<file path="src/rtl/turtle_trace_buffer.sv">
// rtl/turtle_trace_buffer.sv - execution trace capture buffer beside turtle_cpu_core
//
// Records one entry per retired instruction into a circular buffer, stops on a
// PC breakpoint after a post-trigger window, and drains oldest-first.
//
// Ports:
//   clk, reset_n          core clock, asynchronous active-low reset
//   retire_valid, pc, instruction, acc, status, branch_taken
//                         retiring instruction snapshot
//   arm                   pulse: clear buffer and start capture
//   mode                  0 = fill until full, 1 = circular until trigger
//   bp_pc, bp_en          breakpoint addresses and per-breakpoint enables
//   halt_en               allow halt_req on trigger
//   post_count            entries captured after the trigger entry
//   rd_en                 pop oldest entry (IDLE/DONE only)
//   rd_data, rd_valid     popped entry {pc, instruction, acc, status, branch_taken}
//   entry_count           entries held
//   trig_index            trigger entry position counted from the oldest
//   triggered, halt_req   trigger flag and one-cycle halt request
//   state                 IDLE=0, ARMED=1, POST=2, DONE=3

module turtle_trace_buffer #(
    parameter int PC_WIDTH     = 10,
    parameter int INSTR_WIDTH  = 16,
    parameter int DATA_WIDTH   = 8,
    parameter int STATUS_WIDTH = 4,
    parameter int DEPTH        = 64,
    parameter int NUM_BP       = 2
) (
    input  logic                                                       clk,
    input  logic                                                       reset_n,
    input  logic                                                       retire_valid,
    input  logic [PC_WIDTH-1:0]                                        pc,
    input  logic [INSTR_WIDTH-1:0]                                     instruction,
    input  logic [DATA_WIDTH-1:0]                                      acc,
    input  logic [STATUS_WIDTH-1:0]                                    status,
    input  logic                                                       branch_taken,
    input  logic                                                       arm,
    input  logic                                                       mode,
    input  logic [NUM_BP*PC_WIDTH-1:0]                                 bp_pc,
    input  logic [NUM_BP-1:0]                                          bp_en,
    input  logic                                                       halt_en,
    input  logic [$clog2(DEPTH)-1:0]                                   post_count,
    input  logic                                                       rd_en,
    output logic [PC_WIDTH+INSTR_WIDTH+DATA_WIDTH+STATUS_WIDTH:0]      rd_data,
    output logic                                                       rd_valid,
    output logic [$clog2(DEPTH):0]                                     entry_count,
    output logic [$clog2(DEPTH)-1:0]                                   trig_index,
    output logic                                                       triggered,
    output logic                                                       halt_req,
    output logic [1:0]                                                 state
);

    localparam int AW = $clog2(DEPTH);
    localparam int EW = PC_WIDTH + INSTR_WIDTH + DATA_WIDTH + STATUS_WIDTH + 1;

    localparam logic [AW-1:0] PTR_ONE  = AW'(1);
    localparam logic [AW-1:0] PTR_LAST = AW'(DEPTH - 1);
    localparam logic [AW:0]   CNT_ONE  = (AW+1)'(1);
    localparam logic [AW:0]   CNT_FULL = (AW+1)'(DEPTH);

    typedef enum logic [1:0] {
        S_IDLE  = 2'd0,
        S_ARMED = 2'd1,
        S_POST  = 2'd2,
        S_DONE  = 2'd3
    } state_t;

    state_t         r_state;
    state_t         w_state_nxt;

    logic [EW-1:0]  r_mem [DEPTH];
    logic [AW-1:0]  r_wr_ptr;
    logic [AW-1:0]  r_rd_ptr;
    logic [AW:0]    r_count;
    logic [AW-1:0]  r_trig_index;
    logic [AW-1:0]  r_remaining;
    logic           r_triggered;
    logic           r_halt_req;
    logic [EW-1:0]  r_rd_data;
    logic           r_rd_valid;

    logic           w_bp_hit;
    logic           w_capture;
    logic           w_full;
    logic           w_trigger;
    logic           w_rd_accept;
    logic [AW:0]    w_new_count;
    logic [EW-1:0]  w_wr_entry;

    always_comb begin
        w_bp_hit = 1'b0;
        for (int i = 0; i < NUM_BP; i++) begin
            if (bp_en[i] && (pc == bp_pc[i*PC_WIDTH +: PC_WIDTH])) begin
                w_bp_hit = 1'b1;
            end
        end
    end

    // arm takes priority: the retire seen in the arm cycle is dropped.
    assign w_capture   = retire_valid && !arm &&
                         ((r_state == S_ARMED) || (r_state == S_POST));
    assign w_full      = (r_count == CNT_FULL);
    // A full buffer only receives a write when circular, so the write overwrites.
    assign w_new_count = w_full ? r_count : (r_count + CNT_ONE);
    assign w_trigger   = w_capture && (r_state == S_ARMED) && !r_triggered && w_bp_hit;
    assign w_rd_accept = rd_en && !arm && (r_count != '0) &&
                         ((r_state == S_IDLE) || (r_state == S_DONE));
    assign w_wr_entry  = {pc, instruction, acc, status, branch_taken};

    // State register
    always_ff @(posedge clk or negedge reset_n) begin
        if (!reset_n) begin
            r_state <= S_IDLE;
        end else begin
            r_state <= w_state_nxt;
        end
    end

    // Next-state logic
    always_comb begin
        w_state_nxt = r_state;
        if (arm) begin
            w_state_nxt = S_ARMED;
        end else begin
            case (r_state)
                S_ARMED: begin
                    if (w_capture) begin
                        if (!mode) begin
                            // Fill mode: breakpoints never end the capture.
                            if (w_new_count == CNT_FULL) begin
                                w_state_nxt = S_DONE;
                            end
                        end else if (w_trigger) begin
                            w_state_nxt = (post_count == '0) ? S_DONE : S_POST;
                        end
                    end
                end
                S_POST: begin
                    if (w_capture && (r_remaining <= PTR_ONE)) begin
                        w_state_nxt = S_DONE;
                    end
                end
                default: w_state_nxt = r_state;
            endcase
        end
    end

    // Trace storage: synchronous write, no reset so it maps onto RAM.
    always_ff @(posedge clk) begin
        if (w_capture) begin
            r_mem[r_wr_ptr] <= w_wr_entry;
        end
    end

    // Pointers, counters, trigger bookkeeping and registered read port.
    always_ff @(posedge clk or negedge reset_n) begin
        if (!reset_n) begin
            r_wr_ptr     <= '0;
            r_rd_ptr     <= '0;
            r_count      <= '0;
            r_trig_index <= '0;
            r_remaining  <= '0;
            r_triggered  <= 1'b0;
            r_halt_req   <= 1'b0;
            r_rd_data    <= '0;
            r_rd_valid   <= 1'b0;
        end else begin
            r_halt_req <= w_trigger && halt_en;
            r_rd_valid <= w_rd_accept;

            if (arm) begin
                r_wr_ptr     <= '0;
                r_rd_ptr     <= '0;
                r_count      <= '0;
                r_trig_index <= '0;
                r_remaining  <= '0;
                r_triggered  <= 1'b0;
            end else begin
                if (w_capture) begin
                    r_wr_ptr <= r_wr_ptr + PTR_ONE;
                    r_count  <= w_new_count;
                    if (w_full) begin
                        r_rd_ptr <= r_rd_ptr + PTR_ONE;
                    end

                    if (w_trigger) begin
                        r_triggered  <= 1'b1;
                        // Trigger entry is the newest one after this write.
                        r_trig_index <= w_full ? PTR_LAST : r_count[AW-1:0];
                        // post_count cannot exceed DEPTH-1 given its width.
                        r_remaining  <= post_count;
                    end else if (r_triggered && w_full && (r_trig_index != '0)) begin
                        // Overwrite dropped the oldest entry; trigger moves one closer.
                        r_trig_index <= r_trig_index - PTR_ONE;
                    end

                    if (r_state == S_POST) begin
                        r_remaining <= r_remaining - PTR_ONE;
                    end
                end

                if (w_rd_accept) begin
                    r_rd_data <= r_mem[r_rd_ptr];
                    r_rd_ptr  <= r_rd_ptr + PTR_ONE;
                    r_count   <= r_count - CNT_ONE;
                end
            end
        end
    end

    assign rd_data     = r_rd_data;
    assign rd_valid    = r_rd_valid;
    assign entry_count = r_count;
    assign trig_index  = r_trig_index;
    assign triggered   = r_triggered;
    assign halt_req    = r_halt_req;
    assign state       = r_state;

endmodule

</file>
<file path="config.mk">
export PLATFORM = sky130hd
export DESIGN_NAME = turtle_trace_buffer
export DESIGN_NICKNAME = d
export VERILOG_FILES = /design/src/rtl/turtle_trace_buffer.sv
export SDC_FILE = /design/constraint.sdc
export NUM_CORES = 2
export LEC_CHECK = 0
export CAP_MARGIN = 20
export CORE_MARGIN = 1.5
export CORE_UTILIZATION = 23
export DETAILED_ROUTE_END_ITERATION = 8
export REMOVE_ABC_BUFFERS = 1
export SKIP_CTS_REPAIR_TIMING = 1
export SLEW_MARGIN = 20
export SYNTH_ARGS = -nofsm -noshare
export SYNTH_HDL_FRONTEND = slang
export SYNTH_SLANG_ARGS = --single-unit
</file>
<file path="constraint.sdc">
create_clock -name clk -period 4.2 [get_ports clk]
set_input_delay 0.42 -clock clk [delete_from_list [all_inputs] [get_ports clk]]
set_output_delay 0.42 -clock clk [all_outputs]
set_load 0.005 [all_outputs]
</file>
==> qor.csv <==
stage,metric,value,unit
run_status,status,"finished, final reports clean",
die,Starting Density,0.231,
synthesis,Synth Instances,4630,
clock_network,CTS sink count,2571,
pwr,share of total power in sequential cells,0.467,
final_layout,net count reported at finish,5110,
pwr,Max VDD drop,369,uV
worst_setup_path,Critical Path End,rd_data[26]$_DFFE_PN0P_,
worst_setup_path,RR Startpoint,entry_count[0]$_DFFE_PN0P_,
die,FP Rows,241,
worst_setup_path,WS Path Type,flip-flop to flip-flop,
min_path,Hold Path Cell Cnt,1,
die,die width,661,um
worst_setup_path,required time worst endpoint,5050,ps
synthesis,#FFs+latches synth,2571,
place,Post-DP Area,0.110,sq mm
route,Vias/cell,4.62,
sta,Peak Freq,0.250,GHz
synthesis,Cell variety after synth,66,
route,Iter 0 DRT Violations,6165,
place,pre-CTS WS,343,ps
place,PortBufs,130,
clock_network,CTS Root Cell,clkbuf_16,
sta,setup ws final,195,ps
place,dpl hpwl,166000,um
synthesis,Post-synth EDFFs,2496,
sta,"Hold Vio Cnt, Final",0,
die,area of the core,0.431,sq mm
synthesis,Post-Syn Area,0.0996,sq mm
synthesis,ys flop type,edfxtp_1,
final_layout,area delta synth->final,18.8,%
pwr,Clk network pwr share,0.369,
worst_setup_path,Crit. Startpoint,entry_count[0]$_DFFE_PN0P_,
grt,gr usage total,0.126,
clock_network,"Clk pin slew, worst setup/hold paths",60,ps
pwr,Comb pwr share,0.164,
sta,RSZ-0062 raised after global routing,no,
die,# IOs,131,
sta,min Tclk post-route,4010,ps
pwr,Sw Share,0.247,
pwr,P_int,46.7,mW
sta,Slew @ Worst Pin,1130,ps
sta,Max-slew headroom,0.244,
route,drt first pass iters,8,
grt,initial antenna violation count,28,
route,Routed WL per cell,25.9,um
final_layout,design area,0.118,sq mm
die,Die ar.,0.437,sq mm
sta,max-slew violations,0,
place,routability congestion estimate from global placement,0.786,
worst_setup_path,Worst setup SP type,flip-flop,
clock_network,Worst-Skew Late Latency,920,ps
sta,final clock skew,68.5,ps
pwr,Power Dens Cells,524,mW/mm^2
pwr,Leakage Power,35.6,nW
synthesis,Post-synth ARST share,0.0292,
clock_network,CTS tree,done,
worst_setup_path,RR Endpoint,rd_data[26]$_DFFE_PN0P_,
grt,first-pass GRT wire length,394000,um
grt,vias in the first global route,50500,
clock_network,H-tree Lvls,5,
final_layout,layout cells sized above 1,0.251,
clock_network,CTS buffer count,275,
sta,"Setup violations, final",0,
sta,Final Cycle Share,0.954,
worst_setup_path,register-to-register setup slack,190,ps
worst_setup_path,peak fanout along the critical path,13,
worst_setup_path,worst endpoint data arrival time,4850,ps
synthesis,Mean Syn Cell Area,21.5,sq um
route,via count,50500,
route,# DRC,0,
worst_setup_path,path depth of the worst reg2reg path,10,
synthesis,Yosys warnings,0,
pwr,total power,62.0,mW
grt,grt total ovfl,0,
flow_run,Max-Cap Viols,0,
pwr,Net Sw Power,15.3,mW
min_path,hold crit path type,primary input to flip-flop,
route,Routed WL,283000,um
clock_network,clock tree buffer depth,4,
die,Die Y,661,um
worst_setup_path,CP Capture Type,flip-flop,
route,post-route ant nets,0,
grt,largest net degree at the start of global routing,75,
synthesis,sequential area share after synthesis,0.771,
==> critical path: stages (launching register included) <==
cell,delay [ps]
dfrtp_1,580
inv_1,150
ha_1,270
or3b_1,250
nor4_1,100
or3_4,490
nor2_1,690
buf_4,310
o31ai_1,100
o21ai_1,720
a22o_1,250
==> cell type report <==
cell class                 instances  area [sq um]
antenna                            7          17.5
multi-input combinational       1771         21700
timing repair buffer             388          4290
inverter                          18          67.6
fill                           42100        313000
clock buffer                     345          7310
clock inverter                   116           992
tap                             5710          7140
sequential                      2571         76800
==> cells in the final DEF (no fill, tap or decap), types with 23 or more instances in the layout <==
master           instances
edfxtp_1              2496
mux4_2                 572
mux2i_1                292
clkbuf_16              282
buf_4                  186
o22ai_1                104
buf_12                  94
clkdlybuf4s50_1         90
nand2_1                 81
nor2_1                  74
a21oi_1                 71
dfrtp_1                 69
nor2_4                  65
nor3_1                  61
clkbuf_1                61
o21ai_0                 53
a211oi_1                48
clkinv_1                48
nor2b_1                 41
clkinv_2                40
nand3_1                 37
o31ai_1                 29
o21ai_1                 28
a22oi_1                 23
==> power groups by stage <==
stage	clock network, mW	registers [mW]	logic (mW)
after floorplan	0	29.6	5.10
after global placement	0	29.5	10.2
after detailed placement	0	29.5	10.3
after CTS	23.2	29.0	10.3
after global routing	24.2	29.0	10.8
final	22.9	29.0	10.2
==> how the worst min path moves through the flow <==
| stage | start | endpoint | slack, ps |
|---|---|---|---|
| 5_1_grt | acc[7] | r_mem[35][12]$_DFFE_PP_ | 40 |
| 3_5_place_dp | rd_data[12]$_DFFE_PN0P_ | rd_data[12]$_DFFE_PN0P_ | 480 |
| 3_3_place_gp | rd_data[12]$_DFFE_PN0P_ | rd_data[12]$_DFFE_PN0P_ | 480 |
| 2_1_floorplan | reset_n | entry_count[0]$_DFFE_PN0P_ | 120 |
| 4_1_cts | reset_n | trig_index[4]$_DFFE_PN0P_ | -380 |
| 6_report | instruction[5] | r_mem[19][18]$_DFFE_PP_ | 40 |
==> cell usage after synthesis, drive strengths merged, types with 4 or more instances <==
master,number,area [sq um]
a211oi,48,360
a21oi,71,355
a221oi,11,96.3
a22o,15,131
a22oi,23,173
and2,5,31.3
buf,173,1230
clkbuf,97,364
dfrtp,75,1880
edfxtp,2496,75000
ha,11,138
inv,18,67.6
mux2i,292,2920
mux4,572,12900
nand2,82,308
nand2b,13,81.3
nand3,37,185
nand3b,5,37.5
nand4,13,81.3
nor2,139,522
nor2b,44,275
nor3,61,305
nor4,7,43.8
o21ai,81,405
o221ai,7,61.3
o22ai,104,651
o311ai,15,131
o31ai,29,218
or2,4,25.0
or3,6,37.5
or4,4,30.0
xnor2,20,175
xor2,13,114
==> cells by family after synthesis <==
kind of cell,Yosys count,synth area share
and+or+nand+nor,427,0.0203
xor gates and xnor gates,33,0.00290
DFF,2571,0.771
adders and majority gates,11,0.00138
buffers and inverters,288,0.0167
AOI/OAI and AO/OA,433,0.0285
muxes,867,0.159
==> routing by layer <==
layer	part of all wire	GRT usage	vias to the layer above
met3	0.086	0.0276	427
met1	0.42	0.172	27500
met4	0.027	0.0349	12
met5	0.00025	0	-
li1	-	-	20200
met2	0.47	0.202	2345
==> per-stage QoR <==
stage,cells,utilization,hold WS [ps],setup TNS [ps]
detailed placement,10500,0.255,481,0
floorplan,4360,-,124,-1108970
global route,10900,0.275,38.3,0
global placement,10500,0.255,477,0
finish,10900,0.275,37.4,0
CTS,10900,0.274,-379,0
==> registers in the layout, summed over array words and instances (netlist names) <==
name         flops
triggered        1
r_rd_ptr         6
rd_valid         1
r_wr_ptr         6
r_remaining      6
trig_index       6
halt_req         1
rd_data         39
state            2
r_mem         2496
entry_count      7
No activity file was read; power rests on OpenSTA's default activity.
